==> src/rtl/synth_pkg.sv <==
// synth_pkg: definitions shared by the oscillator bank.
//   wave_mode_e      - per-channel waveform select (cfg word 2i, bits [15:14])
//   CFG_* params     - fixed cfg field positions; the parameter-dependent
//                      oct/mantissa positions are derived in the top module
//   frame_len()      - slots per frame: one per channel plus the mix slot
package synth_pkg;

  typedef enum logic [1:0] {
    WAVE_SAW    = 2'd0,
    WAVE_SQUARE = 2'd1,
    WAVE_TRI    = 2'd2,
    WAVE_OFF    = 2'd3
  } wave_mode_e;

  localparam int CFG_MODE_HI    = 15;
  localparam int CFG_MODE_LO    = 14;
  localparam int CFG_SWEEP_DOWN = 7;
  localparam int CFG_VOL_HI     = 10;
  localparam int CFG_VOL_LO     = 8;

  function automatic int frame_len(input int num_oscs);
    return num_oscs + 1;
  endfunction

endpackage

==> src/rtl/osc_bank_mixer_if.sv <==
// osc_bank_mixer_if: cfg write bus and mix sample output of the oscillator bank.
//   cfg_be/cfg_addr/cfg_wdata - byte-enabled word write, always accepted
//   mix_out                   - signed mix sample, updated once per frame
//   sample_valid              - one-cycle pulse when mix_out updates
// master = configuration front end / sample consumer, slave = osc_bank_mixer.
interface osc_bank_mixer_if #(
  parameter int NUM_OSCS  = 4,
  parameter int WAVE_BITS = 4
);
  localparam int AW = $clog2(2*NUM_OSCS);
  localparam int MW = WAVE_BITS + $clog2(NUM_OSCS);

  logic [1:0]           cfg_be;
  logic [AW-1:0]        cfg_addr;
  logic [15:0]          cfg_wdata;
  logic signed [MW-1:0] mix_out;
  logic                 sample_valid;

  modport master (output cfg_be, cfg_addr, cfg_wdata, input mix_out, sample_valid);
  modport slave  (input cfg_be, cfg_addr, cfg_wdata, output mix_out, sample_valid);
endinterface

==> src/rtl/tm_counter.sv <==
// tm_counter: time-multiplexed down-counter. The counter state lives in the
// caller's per-channel array; this block only computes the next value.
//   en       - counter is clocked in this slot
//   cnt      - current state of the serviced channel
//   reload   - value loaded when the counter expires
//   trig     - counter was at zero while enabled
//   cnt_next - state to write back
module tm_counter #(
  parameter int W = 10
) (
  input  logic         en,
  input  logic [W-1:0] cnt,
  input  logic [W-1:0] reload,
  output logic         trig,
  output logic [W-1:0] cnt_next
);
  always_comb begin
    trig     = en && (cnt == '0);
    cnt_next = cnt;
    if (en) cnt_next = (cnt == '0) ? reload : cnt - 1'b1;
  end
endmodule

==> src/rtl/osc_bank_mixer.sv <==
// osc_bank_mixer: NUM_OSCS oscillators sharing one datapath. Slot i of each
// frame services channel i (phase/sweep counters, wave sample into the
// accumulator); the final slot publishes the mix and clears the accumulator.
//   clk, reset - clock, asynchronous active-high reset
//   bus        - cfg write port in, mix_out/sample_valid out
module osc_bank_mixer
  import synth_pkg::*;
#(
  parameter int NUM_OSCS                 = 4,
  parameter int OCT_BITS                 = 4,
  parameter int PERIOD_BITS              = 10,
  parameter int WAVE_BITS                = 4,
  parameter int DIVIDER_BITS             = 16,
  parameter int SWEEP_PERIOD_BITS        = 4,
  parameter int LOG2_SWEEP_UPDATE_PERIOD = 2
) (
  input  logic clk,
  input  logic reset,
  osc_bank_mixer_if.slave bus
);
  localparam int CW   = $clog2(NUM_OSCS);
  localparam int SLW  = $clog2(frame_len(NUM_OSCS));
  localparam int AW   = CW + 1;
  localparam int MW   = WAVE_BITS + CW;
  localparam int FW   = PERIOD_BITS + OCT_BITS - 1;  // {oct, mant} field
  localparam int EN_W = (1 << OCT_BITS) + LOG2_SWEEP_UPDATE_PERIOD;
  localparam int IW   = $clog2(EN_W);
  localparam logic [OCT_BITS-1:0] OCT_OFF = '1;

  logic [15:0]             cfg   [2*NUM_OSCS];
  logic [WAVE_BITS-1:0]    phase [NUM_OSCS];
  logic [PERIOD_BITS-1:0]  pcnt  [NUM_OSCS];
  logic [SWEEP_PERIOD_BITS-1:0] scnt [NUM_OSCS];
  logic [SLW-1:0]          slot;
  logic [DIVIDER_BITS-1:0] div;
  logic [MW-1:0]           acc, mix_q;
  logic                    valid_q;

  logic                    is_ch;
  logic [CW-1:0]           ch;
  logic [AW-1:0]           wa;
  logic [15:0]             w0, w1;
  wave_mode_e              mode;
  logic [OCT_BITS-1:0]     oct, soct;
  logic [PERIOD_BITS-2:0]  mant;
  logic [SWEEP_PERIOD_BITS-2:0] smant;
  logic [2:0]              vol;
  logic                    sdown;
  logic [DIVIDER_BITS-1:0] rise;
  logic [EN_W-1:0]         en_vec;
  logic [IW-1:0]           s_idx;
  logic                    p_en, s_en;
  logic [PERIOD_BITS-1:0]  p_reload;
  logic [SWEEP_PERIOD_BITS-1:0] s_reload;
  logic                    p_trig, s_trig;
  logic [PERIOD_BITS-1:0]  p_next;
  logic [SWEEP_PERIOD_BITS-1:0] s_next;
  logic [WAVE_BITS-1:0]    wv;
  logic signed [WAVE_BITS-1:0] sv;
  logic [MW-1:0]           sv_ext;
  logic [FW-1:0]           field, field_nx;
  logic                    sweep_upd;
  logic                    unused_bits;

  assign is_ch = (slot != SLW'(NUM_OSCS));
  assign ch    = is_ch ? CW'(slot) : '0;
  assign wa    = {ch, 1'b0};
  assign w0    = cfg[wa];
  assign w1    = cfg[wa | AW'(1)];
  assign unused_bits = ^{w0, w1};

  always_comb begin
    mode  = wave_mode_e'(w0[CFG_MODE_HI:CFG_MODE_LO]);
    oct   = w0[FW-1 -: OCT_BITS];
    mant  = w0[PERIOD_BITS-2:0];
    field = w0[FW-1:0];
    soct  = w1[SWEEP_PERIOD_BITS+OCT_BITS-2 -: OCT_BITS];
    smant = w1[SWEEP_PERIOD_BITS-2:0];
    sdown = w1[CFG_SWEEP_DOWN];
    vol   = w1[CFG_VOL_HI:CFG_VOL_LO];

    // Lowest set bit of the divider = the bit that rose when it last
    // incremented; en[k] follows divider bit k-1, en[0] is always on.
    rise   = div & (~div + 1'b1);
    en_vec = EN_W'({rise, 1'b1});
    s_idx  = IW'(soct) + IW'(LOG2_SWEEP_UPDATE_PERIOD);
    p_en   = is_ch && (oct  != OCT_OFF) && en_vec[oct];
    s_en   = is_ch && (soct != OCT_OFF) && en_vec[s_idx];

    p_reload = {1'b1, mant} - 1'b1;
    s_reload = {1'b1, smant};
  end

  tm_counter #(.W(PERIOD_BITS)) u_phase_cnt (
    .en(p_en), .cnt(pcnt[ch]), .reload(p_reload), .trig(p_trig), .cnt_next(p_next)
  );

  tm_counter #(.W(SWEEP_PERIOD_BITS)) u_sweep_cnt (
    .en(s_en), .cnt(scnt[ch]), .reload(s_reload), .trig(s_trig), .cnt_next(s_next)
  );

  // Wave shaping on the channel's phase before this slot's update.
  always_comb begin
    case (mode)
      WAVE_SAW:    wv = phase[ch];
      WAVE_SQUARE: wv = {WAVE_BITS{phase[ch][WAVE_BITS-1]}};
      WAVE_TRI:    wv = {phase[ch][WAVE_BITS-2:0] ^ {(WAVE_BITS-1){phase[ch][WAVE_BITS-1]}}, 1'b0};
      default:     wv = {1'b1, {(WAVE_BITS-1){1'b0}}};
    endcase
    sv     = $signed({~wv[WAVE_BITS-1], wv[WAVE_BITS-2:0]}) >>> vol;
    sv_ext = {{(MW-WAVE_BITS){sv[WAVE_BITS-1]}}, sv};
  end

  // Saturating sweep of {oct, mant}; any same-cycle write to the word wins.
  always_comb begin
    field_nx  = sdown ? field - 1'b1 : field + 1'b1;
    sweep_upd = s_trig && !(sdown ? (field == '0) : (&field)) &&
                !((|bus.cfg_be) && (bus.cfg_addr == wa));
  end

  always_ff @(posedge clk or posedge reset) begin
    if (reset) begin
      for (int i = 0; i < 2*NUM_OSCS; i++) cfg[i] <= '0;
      for (int i = 0; i < NUM_OSCS; i++) begin
        phase[i] <= '0;
        pcnt[i]  <= '0;
        scnt[i]  <= '0;
      end
      slot    <= '0;
      div     <= '0;
      acc     <= '0;
      mix_q   <= '0;
      valid_q <= 1'b0;
    end else begin
      valid_q <= 1'b0;
      if (is_ch) begin
        pcnt[ch] <= p_next;
        scnt[ch] <= s_next;
        if (p_trig) phase[ch] <= phase[ch] + 1'b1;
        acc <= acc + sv_ext;
        if (sweep_upd) cfg[wa][FW-1:0] <= field_nx;
        slot <= slot + 1'b1;
      end else begin
        mix_q   <= acc;
        acc     <= '0;
        valid_q <= 1'b1;
        div     <= div + 1'b1;
        slot    <= '0;
      end
      if (bus.cfg_be[0]) cfg[bus.cfg_addr][7:0]  <= bus.cfg_wdata[7:0];
      if (bus.cfg_be[1]) cfg[bus.cfg_addr][15:8] <= bus.cfg_wdata[15:8];
    end
  end

  assign bus.mix_out      = mix_q;
  assign bus.sample_valid = valid_q;

endmodule

==> src/flat_wrapper.sv <==
// flat-port wrapper written by rule: the top's interface ports become plain ports
module osc_bank_mixer_flat import synth_pkg::*;
#(
  parameter int NUM_OSCS                 = 4,
  parameter int OCT_BITS                 = 4,
  parameter int PERIOD_BITS              = 10,
  parameter int WAVE_BITS                = 4,
  parameter int DIVIDER_BITS             = 16,
  parameter int SWEEP_PERIOD_BITS        = 4,
  parameter int LOG2_SWEEP_UPDATE_PERIOD = 2
)
  (clk, reset, bus_cfg_be, bus_cfg_addr, bus_cfg_wdata, bus_mix_out, bus_sample_valid);
  osc_bank_mixer_if #(.NUM_OSCS(NUM_OSCS), .WAVE_BITS(WAVE_BITS)) bus_i ();
  input  logic clk;
  input  logic reset;
  input wire logic [$bits(bus_i.cfg_be)-1:0] bus_cfg_be;
  input wire logic [$bits(bus_i.cfg_addr)-1:0] bus_cfg_addr;
  input wire logic [$bits(bus_i.cfg_wdata)-1:0] bus_cfg_wdata;
  output wire logic [$bits(bus_i.mix_out)-1:0] bus_mix_out;
  output wire logic [$bits(bus_i.sample_valid)-1:0] bus_sample_valid;
  assign bus_i.cfg_be = bus_cfg_be;
  assign bus_i.cfg_addr = bus_cfg_addr;
  assign bus_i.cfg_wdata = bus_cfg_wdata;
  assign bus_mix_out = bus_i.mix_out;
  assign bus_sample_valid = bus_i.sample_valid;
  osc_bank_mixer #(.NUM_OSCS(NUM_OSCS), .OCT_BITS(OCT_BITS), .PERIOD_BITS(PERIOD_BITS), .WAVE_BITS(WAVE_BITS), .DIVIDER_BITS(DIVIDER_BITS), .SWEEP_PERIOD_BITS(SWEEP_PERIOD_BITS), .LOG2_SWEEP_UPDATE_PERIOD(LOG2_SWEEP_UPDATE_PERIOD)) u_core (.clk(clk), .reset(reset), .bus(bus_i));
endmodule
==> config.mk <==
export PLATFORM = sky130hd
export DESIGN_NAME = osc_bank_mixer_flat
export DESIGN_NICKNAME = d
export VERILOG_FILES = /design/src/rtl/synth_pkg.sv /design/src/rtl/osc_bank_mixer_if.sv /design/src/rtl/tm_counter.sv /design/src/rtl/osc_bank_mixer.sv /design/src/flat_wrapper.sv
export SDC_FILE = /design/constraint.sdc
export NUM_CORES = 1
export LEC_CHECK = 0
export ABC_AREA = 1
export CORE_MARGIN = 2
export CORE_UTILIZATION = 50
export CTS_BUF_LIST = sky130_fd_sc_hd__clkbuf_4 sky130_fd_sc_hd__clkbuf_8
export DETAILED_ROUTE_END_ITERATION = 10
export GPL_ROUTABILITY_DRIVEN = 0
export PLACE_DENSITY = 0.69
export SYNTH_ARGS = -nofsm -noshare
export SYNTH_HDL_FRONTEND = slang
export SYNTH_SLANG_ARGS = --single-unit
export TNS_END_PERCENT = 10
==> constraint.sdc <==
create_clock -name clk -period 7.2 [get_ports clk]
set_input_delay 1.44 -clock clk [delete_from_list [all_inputs] [get_ports clk]]
set_output_delay 1.44 -clock clk [all_outputs]
set_load 0.01 [all_outputs]
Yosys cells after proc, flatten, opt, wreduce, memory -nomap -nowiden
Cells that the tools add are included.
{"block": "totals", "register_bits": 232, "input_bits": 23, "output_inout_bits": 7, "wordCells": 131}
{"block": "op_classes", "add_sub_neg": 11, "magnitude_cmp": 9, "eq_ne": 6, "shift": 1, "muxes": 50, "n_bitwise": 8, "reduce_logical": 21}
{"operator": "2-to-1 mux 128 bit", "count": 4}
{"operator": "bitwise mux 128 bit", "count": 3}
{"operator": "demux 16 bit (select 3 bit)", "count": 3}
{"operator": "binary-select mux 16 bit (select 3 bit)", "count": 2}
{"operator": "2-to-1 mux 10 bit", "count": 5}
{"operator": "2-to-1 mux 16 bit", "count": 3}
{"operator": "bitwise mux 40 bit", "count": 1}
{"operator": "adder 16 x 1 -> 16 bit, second input constant", "count": 2}
{"operator": "bitwise mux 16 bit", "count": 2}
{"operator": "2-to-1 mux 4 bit", "count": 7}
{"operator": "2-to-1 mux 13 bit", "count": 2}
{"operator": "2-to-1 mux 11 bit", "count": 2}
{"operator": "binary-select mux 10 bit (select 2 bit)", "count": 1}
{"operator": "demux 10 bit (select 2 bit)", "count": 1}
{"operator": "subtractor 10 x 1 -> 10 bit, second input constant", "count": 2}
{"operator": "bitwise AND 16 bit", "count": 1}
{"operator": "binary-select mux 4 bit (select 2 bit)", "count": 2}
{"operator": "NOT 16 bit", "count": 1}
{"operator": "adder 13 x 1 -> 13 bit, second input constant", "count": 1}
{"operator": "zero test 13 bit", "count": 1}
{"operator": "AND reduction 13 bit", "count": 1}
{"operator": "subtractor 13 x 1 -> 13 bit, second input constant", "count": 1}
{"operator": ">= comparator 4 bit, second input constant", "count": 3}
{"operator": "logical AND 1 bit", "count": 12}
{"operator": "other kinds (35)", "count": 43}

Logic depth before layout (Yosys ltp)
Gate-level depths: netlist of run 1.
{"block": "depth", "word_depth": 19, "ltp_mapped": 32, "ltp_nobuf": 28}

Hierarchy
From an unflattened synthesis of run 1, not the netlist that was laid out.
{"block": "unflattened", "cells_unflattened": 1942, "hier_area_um2": 13183.9}
{"mod": "osc_bank_mixer", "n_inst": 1, "cells_each": 1803, "area_per_inst_um2": 12578.3, "seq_area_each_um2": 5205.0}
{"mod": "tm_counter (u_core.u_phase_cnt)", "n_inst": 1, "cells_each": 102, "area_per_inst_um2": 437.9, "seq_area_each_um2": 0.0}
{"mod": "tm_counter (u_core.u_sweep_cnt)", "n_inst": 1, "cells_each": 37, "area_per_inst_um2": 167.7, "seq_area_each_um2": 0.0}

Worst setup path after synthesis of run 1
No wires, ideal clock.
{"block": "synth_path", "path_kind": "flip-flop to flip-flop", "startpoint": "register u_core.slot[0]", "endpoint": "register u_core.cfg[88] (netlist name)", "setup_time_ns": 0.123, "t_arrival_ns": 3.691, "t_required_ns": 7.077, "slack_ns": 3.387, "stages_incl_launch_ff": 21, "n_path_buf": 2, "period_less_slack_ns": 3.813, "cell_sequence": "dfrtp_1 > buf_2 > inv_1 > ha_1 > nand2_2 > nand2_2 > inv_2 > buf_2 > o21ai_1 > o21ai_1 > ha_1 > a21oi_1 > o21ai_0 > a21o_1 > or2_2 > nand3_1 > o21ai_0 > inv_1 > nand4_1 > nand3_1 > o21ai_1"}
{"block": "synth_between", "elab_chain_len": 19, "word_cells_on_any_way": 46, "classes_between": "3 x add/sub; 2 x order compare; 3 x eq/ne; 23 x mux; 3 x bitwise; 12 x reduce/logical"}
{"element": "start, declared", "line": "osc_bank_mixer.sv:34", "text": "logic [SLW-1:0] slot;"}
{"element": "start signal, assigned", "line": "osc_bank_mixer.sv:142", "text": "slot <= slot + 1'b1;"}
{"element": "!= test 3 bit", "line": "osc_bank_mixer.sv:65", "text": "assign is_ch = (slot != SLW'(NUM_OSCS));"}
{"element": "2-to-1 mux 2 bit", "line": "osc_bank_mixer.sv:66", "text": "assign ch = is_ch ? CW'(slot) : '0;"}
{"element": "NOT 3 -> 4 bit (implied by the code)", "line": "osc_bank_mixer.sv:69", "text": "assign w1 = cfg[wa | AW'(1)];"}
{"element": "binary-select mux 16 bit (select 3 bit)", "line": "osc_bank_mixer.sv:69"}
{"element": "2-to-1 mux 11 bit (implied by the code) (2 in series)", "line": "osc_bank_mixer.sv:69"}
{"element": "adder 4 x 2 -> 5 bit", "line": "osc_bank_mixer.sv:86", "text": "s_idx = IW'(soct) + IW'(LOG2_SWEEP_UPDATE_PERIOD);"}
{"element": "binary-select mux 1 bit (select 5 bit)", "line": "osc_bank_mixer.sv:88", "text": "s_en = is_ch && (soct != OCT_OFF) && en_vec[s_idx];"}
{"element": "2-to-1 mux 1 bit (implied by the code)", "line": "osc_bank_mixer.sv:88"}
{"element": "logical AND 1 bit", "line": "osc_bank_mixer.sv:88"}
{"element": "logical AND 1 bit", "line": "tm_counter.sv:18", "text": "trig = en && (cnt == '0);"}
{"element": "logical AND 1 bit (2 in series)", "line": "osc_bank_mixer.sv:117", "text": "sweep_upd = s_trig && !(sdown ? (field == '0) : (&field)) &&"}
{"element": "2-to-1 mux 128 bit", "line": "osc_bank_mixer.sv:141", "text": "if (sweep_upd) cfg[wa][FW-1:0] <= field_nx;"}
{"element": "2-to-1 mux 128 bit (*)", "line": "osc_bank_mixer.sv:136", "text": "if (is_ch) begin"}
{"element": "bitwise mux 128 bit", "line": "osc_bank_mixer.sv:150", "text": "if (bus.cfg_be[0]) cfg[bus.cfg_addr][7:0] <= bus.cfg_wdata[7:0];"}
{"element": "2-to-1 mux 128 bit (*)", "line": "osc_bank_mixer.sv:150"}
{"element": "bitwise mux 128 bit", "line": "osc_bank_mixer.sv:151", "text": "if (bus.cfg_be[1]) cfg[bus.cfg_addr][15:8] <= bus.cfg_wdata[15:8];"}
{"element": "2-to-1 mux 128 bit (*)", "line": "osc_bank_mixer.sv:151"}
{"element": "end signal, assigned by index", "line": "osc_bank_mixer.sv:141"}
{"element": "end signal, assigned by index", "line": "osc_bank_mixer.sv:150"}
{"element": "end signal, assigned by index", "line": "osc_bank_mixer.sv:151"}
{"element": "end, declared", "line": "osc_bank_mixer.sv:30", "text": "logic [15:0] cfg [2*NUM_OSCS];"}
Mark *: on every way between the ends. The rest lies on a longest branch, timed or not. The select of a mux whose other input is x is not followed.
A chain may end at the register's enable or synchronous reset.

Worst setup path in the final report of run 1
{"block": "layout_path", "startpoint": "register u_core.slot[0]", "endpoint": "register u_core.scnt[4] (netlist name)"}
{"block": "layout_between", "elab_chain_len": 12, "word_cells_on_any_way": 26, "classes_between": "2 x add/sub; 2 x order compare; 2 x eq/ne; 14 x mux; 2 x bitwise; 4 x reduce/logical"}
{"element": "!= test 3 bit", "line": "osc_bank_mixer.sv:65"}
{"element": "2-to-1 mux 2 bit", "line": "osc_bank_mixer.sv:66"}
{"element": "NOT 3 -> 4 bit (implied by the code)", "line": "osc_bank_mixer.sv:69"}
{"element": "binary-select mux 16 bit (select 3 bit)", "line": "osc_bank_mixer.sv:69"}
{"element": "2-to-1 mux 11 bit (implied by the code) (2 in series)", "line": "osc_bank_mixer.sv:69"}
{"element": "adder 4 x 2 -> 5 bit", "line": "osc_bank_mixer.sv:86"}
{"element": "binary-select mux 1 bit (select 5 bit)", "line": "osc_bank_mixer.sv:88"}
{"element": "2-to-1 mux 1 bit (implied by the code)", "line": "osc_bank_mixer.sv:88"}
{"element": "logical AND 1 bit", "line": "osc_bank_mixer.sv:88"}
{"element": "2-to-1 mux 4 bit", "line": "tm_counter.sv:20", "text": "if (en) cnt_next = (cnt == '0) ? reload : cnt - 1'b1;"}
{"element": "bitwise mux 16 bit", "line": "osc_bank_mixer.sv:138", "text": "scnt[ch] <= s_next;"}
{"element": "end signal, assigned by index", "line": "osc_bank_mixer.sv:138"}
{"element": "end, declared", "line": "osc_bank_mixer.sv:33", "text": "logic [SWEEP_PERIOD_BITS-1:0] scnt [NUM_OSCS];"}
Several ways; a longest one is shown, not always the timed one. The select of a mux whose other input is x is not followed.

==> impl_metrics.tcl, run 1 <==
set metrics [dict create \
    wl_per_cell_um 16.74 \
    setup-tns-final_ps 0 \
    synth-seq-cells 208 \
    dr.pass1.iters 6 \
    final_cell_mix "747 x nand2_1, 207 x dfrtp_1, 198 x nand3_1" \
    p_sw_frac 0.4034 \
    max_freq_ghz 0.1855 \
    crit_fanout 51 \
    p_int_mw 2.939 \
    htree_levels 2 \
    avgViaCountPerCell 5.690 \
    dp_hpwl_mm 26.20 \
    final_core_util 0.5527 \
    clockBufferDepth 3 \
    syn2layout_area_growth_pct 9.267 \
    nFillCells 2638 \
    dieArea_um2 28450 \
    row_count 60 \
    clockPowerShare 0.250 \
    synth_adder_area_share 0.03064 \
    cellLeakagePower_nw 7.668 \
    seqPwrFrac 0.359 \
    crit_path_start_kind "register" \
    syn_area_per_cell_um2 6.826 \
    grt_usage 0.2812 \
    postRouteAntennaNets 0 \
    hold_buffers 0 \
    grt_pass1_vias 12410 \
    vias 13430 \
    synth_xor_area_frac 0.01551 \
    root_buffer "clkbuf_8" \
    crit_type "register to register" \
    yosys_warnings 0 \
    yosys.area_share.simple 0.3716 \
    diodes 0 \
    fin_crit_sh 0.7486 \
    hold_violations 0 \
    cts_tree "built" \
    cp-end-kind "register" \
    pin_count 30 \
    grt_max_degree 102 \
    power_mw 4.927 \
    p_switching_mw 1.987 \
    yosysSeqAreaShare 0.3839 \
    synth-edff-count 0 \
    arrival_ps 5780 \
    synth_top_family_by_area "simple AND/OR/NAND/NOR gates" \
    clk_pin_slew_ps 50 \
    finalSetupViolCount 0 \
    cp.required_ps 7590 \
    ys_types 51 \
    skew_ps 27.25 \
    cts_resized 0 \
    cts_sinks 208 \
    grt_first_pass_wirelength_mm 64.72 \
    drv_slew 0 \
    final_common_cell "nand2_1" \
    rsz0062_at_grt "false" \
    start_util 0.5058 \
    syn-cell-area_um2 13560 \
    nets 2050 \
    fp.dieH_um 168.7 \
    post-cts-setup-buffer-count 0 \
    fin_crit_ps 5390 \
    synth_compound_area_frac 0.1096 \
    synth-async-reset-ratio 1.000 \
    combPwrFrac 0.391 \
    antenna_found_initial 0 \
    core_area_um2 26800 \
    holdWs_ps 467.2 \
    worst_slack_ps 1810 \
    drcViolationCount 0 \
    worstSkewPairLatency_ps 550 \
    worst_pin_slew_ps 859.0 \
    numCtsBuffers 40 \
    synth_nets 2041 \
    peakVddDrop_mv 0.2131 \
    drive_gt1_frac 0.06634 \
    grt_overflow 0 \
    drtIter0Drc 1391 \
    min_path_type "register to register" \
    slew_headroom 0.4252 \
    syn-instance-count 1986 \
    outcome "complete, no violations" \
    yosys-mux-area-fraction 0.001569 \
    place_worst_setup_slack_ps 1935 \
    drv_cap 0 \
    fp.dieW_um 168.7 \
    io_buffers 28 \
    powerDensity_nw_per_um2 332.6 \
    ys.flop_type "dfrtp_1" \
    wl_mm 39.52 \
]
## synthesized netlist by cell type (all sizes together) (2+ instances only)
cell	count	area, um^2
xnor2	9	78.83
a22oi	5	47.54
nand2	757	2867
nor3	14	70.07
clkbuf	26	97.59
o22ai	16	100.1
clkinv	10	37.54
a21boi	2	18.77
o211ai	15	122.6
nand3	202	1046
nand4	68	425.4
o21ai	178	894.6
nor4	3	18.77
fa	2	40.04
nor2	110	459.2
a31oi	6	43.79
a22o	2	17.52
a21oi	37	192.7
inv	187	701.9
dfrtp	208	5205
or2	16	100.1
xor2	15	131.4
nand3b	6	45.04
ha	30	375.4
buf	53	345.3
a21o	3	22.52
## per-stage QoR
stage | area [um^2] | std cells
floorplan | 13560 | 1986
global placement | 13980 | 2294
detailed placement | 13980 | 2294
CTS | 14810 | 2361
global route | 14810 | 2361
finish | 14810 | 2361
## state kept, by name, indices dropped and copies added, names as in the netlist
signal	flops
u_core.bus.sample_valid	1
u_core.cfg	104
u_core.acc	6
u_core.div	16
u_core.pcnt	40
u_core.phase	16
u_core.scnt	16
u_core.slot	3
u_core.bus.mix_out	6
## layout make-up
| cell class | instances | area (um^2) | share of cell area |
|---|---|---|---|
| Multi-Input combinational cell | 1502 | 7174 | 0.4843 |
| Sequential cell | 208 | 5206 | 0.3515 |
| Clock buffer | 61 | 764.5 | 0.05161 |
| Inverter | 197 | 747.0 | 0.05043 |
| Timing Repair Buffer | 46 | 427.9 | 0.02889 |
| Tap cell | 341 | 426.7 | 0.02880 |
| Clock inverter | 6 | 66.31 | 0.004477 |
## power groups by stage
stage	Combinational, mW	Sequential [mW]	Clock, mW
after CTS	1.90	1.76	1.25
after global routing	2.20	1.82	1.31
after floorplan	1.45	1.73	0
final	1.93	1.77	1.23
after global placement	1.85	1.77	0
after detailed placement	1.89	1.78	0
## logic make-up after synthesis
logic type	after synthesis
multiplexers	2
adder cells (fa/ha/maj)	32
flip-flops	208
buffers and inverters	276
AND/OR/NAND/NOR	1177
XOR/XNOR	24
AO/OA/AOI/OAI	267
## path summary, 6_finish.rpt
| check | from | endpoint | slack (ps) | cells after the start |
|---|---|---|---|---|
| max | u_core.slot[0] | u_core.scnt[4] | 1810 | 19 |
| min | u_core.pcnt[3] | u_core.pcnt[3] | 470 | 2 |
| max reg2reg | u_core.slot[0] | u_core.scnt[4] | 1810 | 19 |
| min reg2reg | u_core.pcnt[3] | u_core.pcnt[3] | 470 | 2 |
| max in group asynchronous | reset | u_core.slot[0] | 4470 | 3 |
| min in group asynchronous | reset | u_core.cfg[83] | 1440 | 2 |
## critical path, stage by stage (launching register included)
cell     delay, ps
dfrtp_2        390
inv_1          250
ha_1           620
nand2_2        380
nand2_2        480
inv_2          420
nand2_1        170
nand2_1        160
ha_1           370
inv_1          130
nand4_1        100
nor3_1         240
nand2_1         80
nand2_1         60
nand2_1         90
inv_2          100
buf_4          510
nand2_1        240
o21ai_1        310
o21ai_0        120
## per-layer routing
layer	GRT usage	up-vias	part of all wire
li1	-	6484	-
met1	0.3903	6272	0.43
met2	0.4412	579	0.45
met3	0.05050	98	0.085
met4	0.1046	0	0.034
met5	0	-	0
Note: power is estimated with default switching activity, not from simulation.
==> run 2, diff against run 1 <==
--- a/config.mk
+++ b/config.mk
@@ -11,7 +11,7 @@
 export CTS_BUF_LIST = sky130_fd_sc_hd__clkbuf_4 sky130_fd_sc_hd__clkbuf_8
 export DETAILED_ROUTE_END_ITERATION = 10
 export GPL_ROUTABILITY_DRIVEN = 0
-export PLACE_DENSITY = 0.69
+export PLACE_DENSITY = 0.66
 export SYNTH_ARGS = -nofsm -noshare
 export SYNTH_HDL_FRONTEND = slang
 export SYNTH_SLANG_ARGS = --single-unit
==> constraint.sdc (replaced) <==
create_clock -name clk -period 5 [get_ports clk]
set_input_delay 1 -clock clk [delete_from_list [all_inputs] [get_ports clk]]
set_output_delay 1 -clock clk [all_outputs]
set_load 0.01 [all_outputs]
==> impl_metrics.tcl, run 2 (same netlist as run 1, synthesis figures left out) <==
set metrics [dict create \
    final_cell_mix "747 x nand2_1, 207 x dfrtp_1, 198 x nand3_1" \
    largest_register "u_core.cfg" \
    clk_pin_slew_ps 60 \
    cp-end-kind "register" \
    grt_usage 0.2906 \
    wl_per_cell_um 17.12 \
    seqPwrFrac 0.355 \
    grt_first_pass_wirelength_mm 66.45 \
    critPathBufInv 4 \
    dp.cells 2302 \
    grt_overflow 0 \
    cts_resized 0 \
    crit_top_cell "nand3_1" \
    p_switching_mw 2.918 \
    fp.dieW_um 168.7 \
    p_sw_frac 0.4066 \
    combPwrFrac 0.394 \
    crit_path_start_kind "register" \
    arrival_ps 4840 \
    outcome "complete, no violations" \
    final_cells 2373 \
    powerDensity_nw_per_um2 481.9 \
    dieArea_um2 28450 \
    dp_hpwl_mm 26.75 \
    nets 2058 \
    drv_cap 0 \
    holdPathEnd "u_core.pcnt[8]" \
    skew_ps 17.95 \
    crit_fanout 92 \
    cp.required_ps 5440 \
    drtIter0Drc 1350 \
    htree_levels 2 \
    crit_type "register to register" \
    setup-tns-final_ps 0 \
    p_int_mw 4.259 \
    grt_pass1_vias 12380 \
    rr_endpoint "u_core.cfg[92]" \
    clockBufferDepth 3 \
    wl_mm 40.61 \
    cts_sinks 208 \
    worst_pin_slew_ps 790.5 \
    post-cts-setup-buffer-count 0 \
    top_regs "u_core.cfg x104, u_core.pcnt x40" \
    cellLeakagePower_nw 7.720 \
    start_util 0.5058 \
    fin_crit_sh 0.8795 \
    dr.pass1.iters 6 \
    clockPowerShare 0.251 \
    hold_violations 0 \
    fp.dieH_um 168.7 \
    syn2layout_area_growth_pct 9.857 \
    peakVddDrop_mv 0.2991 \
    slew_headroom 0.4694 \
    worstRegToRegCells 20 \
    hp-start "u_core.pcnt[8]" \
    largest_reg_flops 104 \
    final_common_cell "nand2_1" \
    fin_crit_ps 4397 \
    cts_tree "built" \
    postRouteAntennaNets 0 \
    io_buffers 28 \
    hold_buffers 0 \
    vias 13330 \
    finalSetupViolCount 0 \
    min_path_type "register to register" \
    grt_max_degree 115 \
    diodes 0 \
    worstSkewPairLatency_ps 550 \
    r2r_setup_slack_ps 600 \
    numCtsBuffers 40 \
    drv_slew 0 \
    core_area_um2 26800 \
    cp_cell_sequence "inv_1, ha_1, nand2_2, nand2_4, buf_12, o21ai_1, o21ai_1, buf_4, ha_1, nand2_1, nor3_1, nand3_1, nand4_1, nand3_1, nand3_1, nand2_1, nand4_1, nand3_1, nand2_1, inv_1" \
    rsz0062_at_grt "false" \
    root_buffer "clkbuf_8" \
    r2r-start "u_core.slot[0]" \
    pin_count 30 \
    drcViolationCount 0 \
    row_count 60 \
    drive_gt1_frac 0.07185 \
    max_freq_ghz 0.2274 \
    critPathMaxStageDelay_ps 630 \
    cpLargestDelayFamily "simple AND/OR/NAND/NOR gates" \
    slowest_stage "o21ai_1" \
    antenna_found_initial 0 \
    whs_path_depth 2 \
    avgViaCountPerCell 5.616 \
]
run 2: cell types whose count changed in the layout (fill, tap and decap cells not counted), sizes merged:
cell | previous run | this run
clkbuf | 61 | 68
inv | 190 | 187
buf | 18 | 26
clkinvlp | 0 | 1
clkinv | 12 | 11
run 2: layer usage:
| layer | part of all wire | up-vias | wire length, um | track usage |
|---|---|---|---|---|
| met5 | 0 | - | 0 | 0 |
| met4 | 0.030 | 0 | 1207 | 0.1012 |
| met2 | 0.44 | 537 | 17740 | 0.4508 |
| met3 | 0.075 | 91 | 3055 | 0.04092 |
| met1 | 0.46 | 6214 | 18620 | 0.4176 |
| li1 | - | 6485 | - | - |
run 2: through the flow:
step | power (mW) | area [um^2] | hold WS [ps] | setup slack [ps] | util
2_1_floorplan | 4.584 | 13560 | 440.2 | 1187 | -
3_3_place_gp | 5.253 | 14050 | 452.6 | 798.1 | 0.5243
3_5_place_dp | 5.330 | 14050 | 459.2 | 706.4 | 0.5243
4_1_cts | 7.157 | 14890 | 472.6 | 658.8 | 0.5557
5_1_grt | 7.773 | 14890 | 489.8 | 157.4 | 0.5557
6_report | 7.177 | 14890 | 468.5 | 602.7 | 0.5557
run 2: cell type report:
class / count / area (um^2)
fillers: 2667 / 11910
multi-input cells: 1502 / 7174
flip-flops and latches: 208 / 5206
clock buffers: 68 / 798.3
inverters: 197 / 743.2
repair buffers: 54 / 500.5
well taps: 341 / 426.7
clock inverters: 3 / 43.79
run 2: power groups by stage:
stage               registers, mW  clock network (mW)  logic (mW)
floorplan                    2.50                   0        2.09
global placement             2.54                   0        2.71
detailed placement           2.56                   0        2.77
CTS                          2.54                1.83        2.79
global route                 2.62                1.91        3.25
finish                       2.55                1.80        2.82
run 2: worst reg2reg max path, stage by stage (launching register included):
cell and delay, ps:
dfrtp_2 430, inv_1 250, ha_1 240, nand2_2 90, nand2_4 90, buf_12 340
o21ai_1 230, o21ai_1 630, buf_4 290, ha_1 310, nand2_1 150, nor3_1 270
nand3_1 130, nand4_1 140, nand3_1 200, nand3_1 170, nand2_1 70, nand4_1 90
nand3_1 80, nand2_1 70, inv_1 30
run 2: how the worst max path moves through the flow:
stage | from | end | slack (ps) | cells past startpoint
floorplan | u_core.slot[0] | u_core.cfg[88] | 1190 | 20
global placement | u_core.slot[1] | u_core.acc[5] | 800 | 24
detailed placement | u_core.slot[1] | u_core.acc[5] | 710 | 25
CTS | u_core.slot[1] | u_core.acc[5] | 660 | 25
global route | u_core.slot[1] | u_core.acc[5] | 160 | 25
finish | u_core.slot[0] | u_core.cfg[92] | 600 | 20
==> run 3, diff against run 2 <==
--- a/config.mk
+++ b/config.mk
@@ -6,6 +6,7 @@
 export NUM_CORES = 1
 export LEC_CHECK = 0
 export ABC_AREA = 1
+export ABC_CLOCK_PERIOD_IN_PS = 5000
 export CORE_MARGIN = 2
 export CORE_UTILIZATION = 50
 export CTS_BUF_LIST = sky130_fd_sc_hd__clkbuf_4 sky130_fd_sc_hd__clkbuf_8
==> results of run 3 <==
No change in the layout: final DEF, timing and power equal those of run 2.
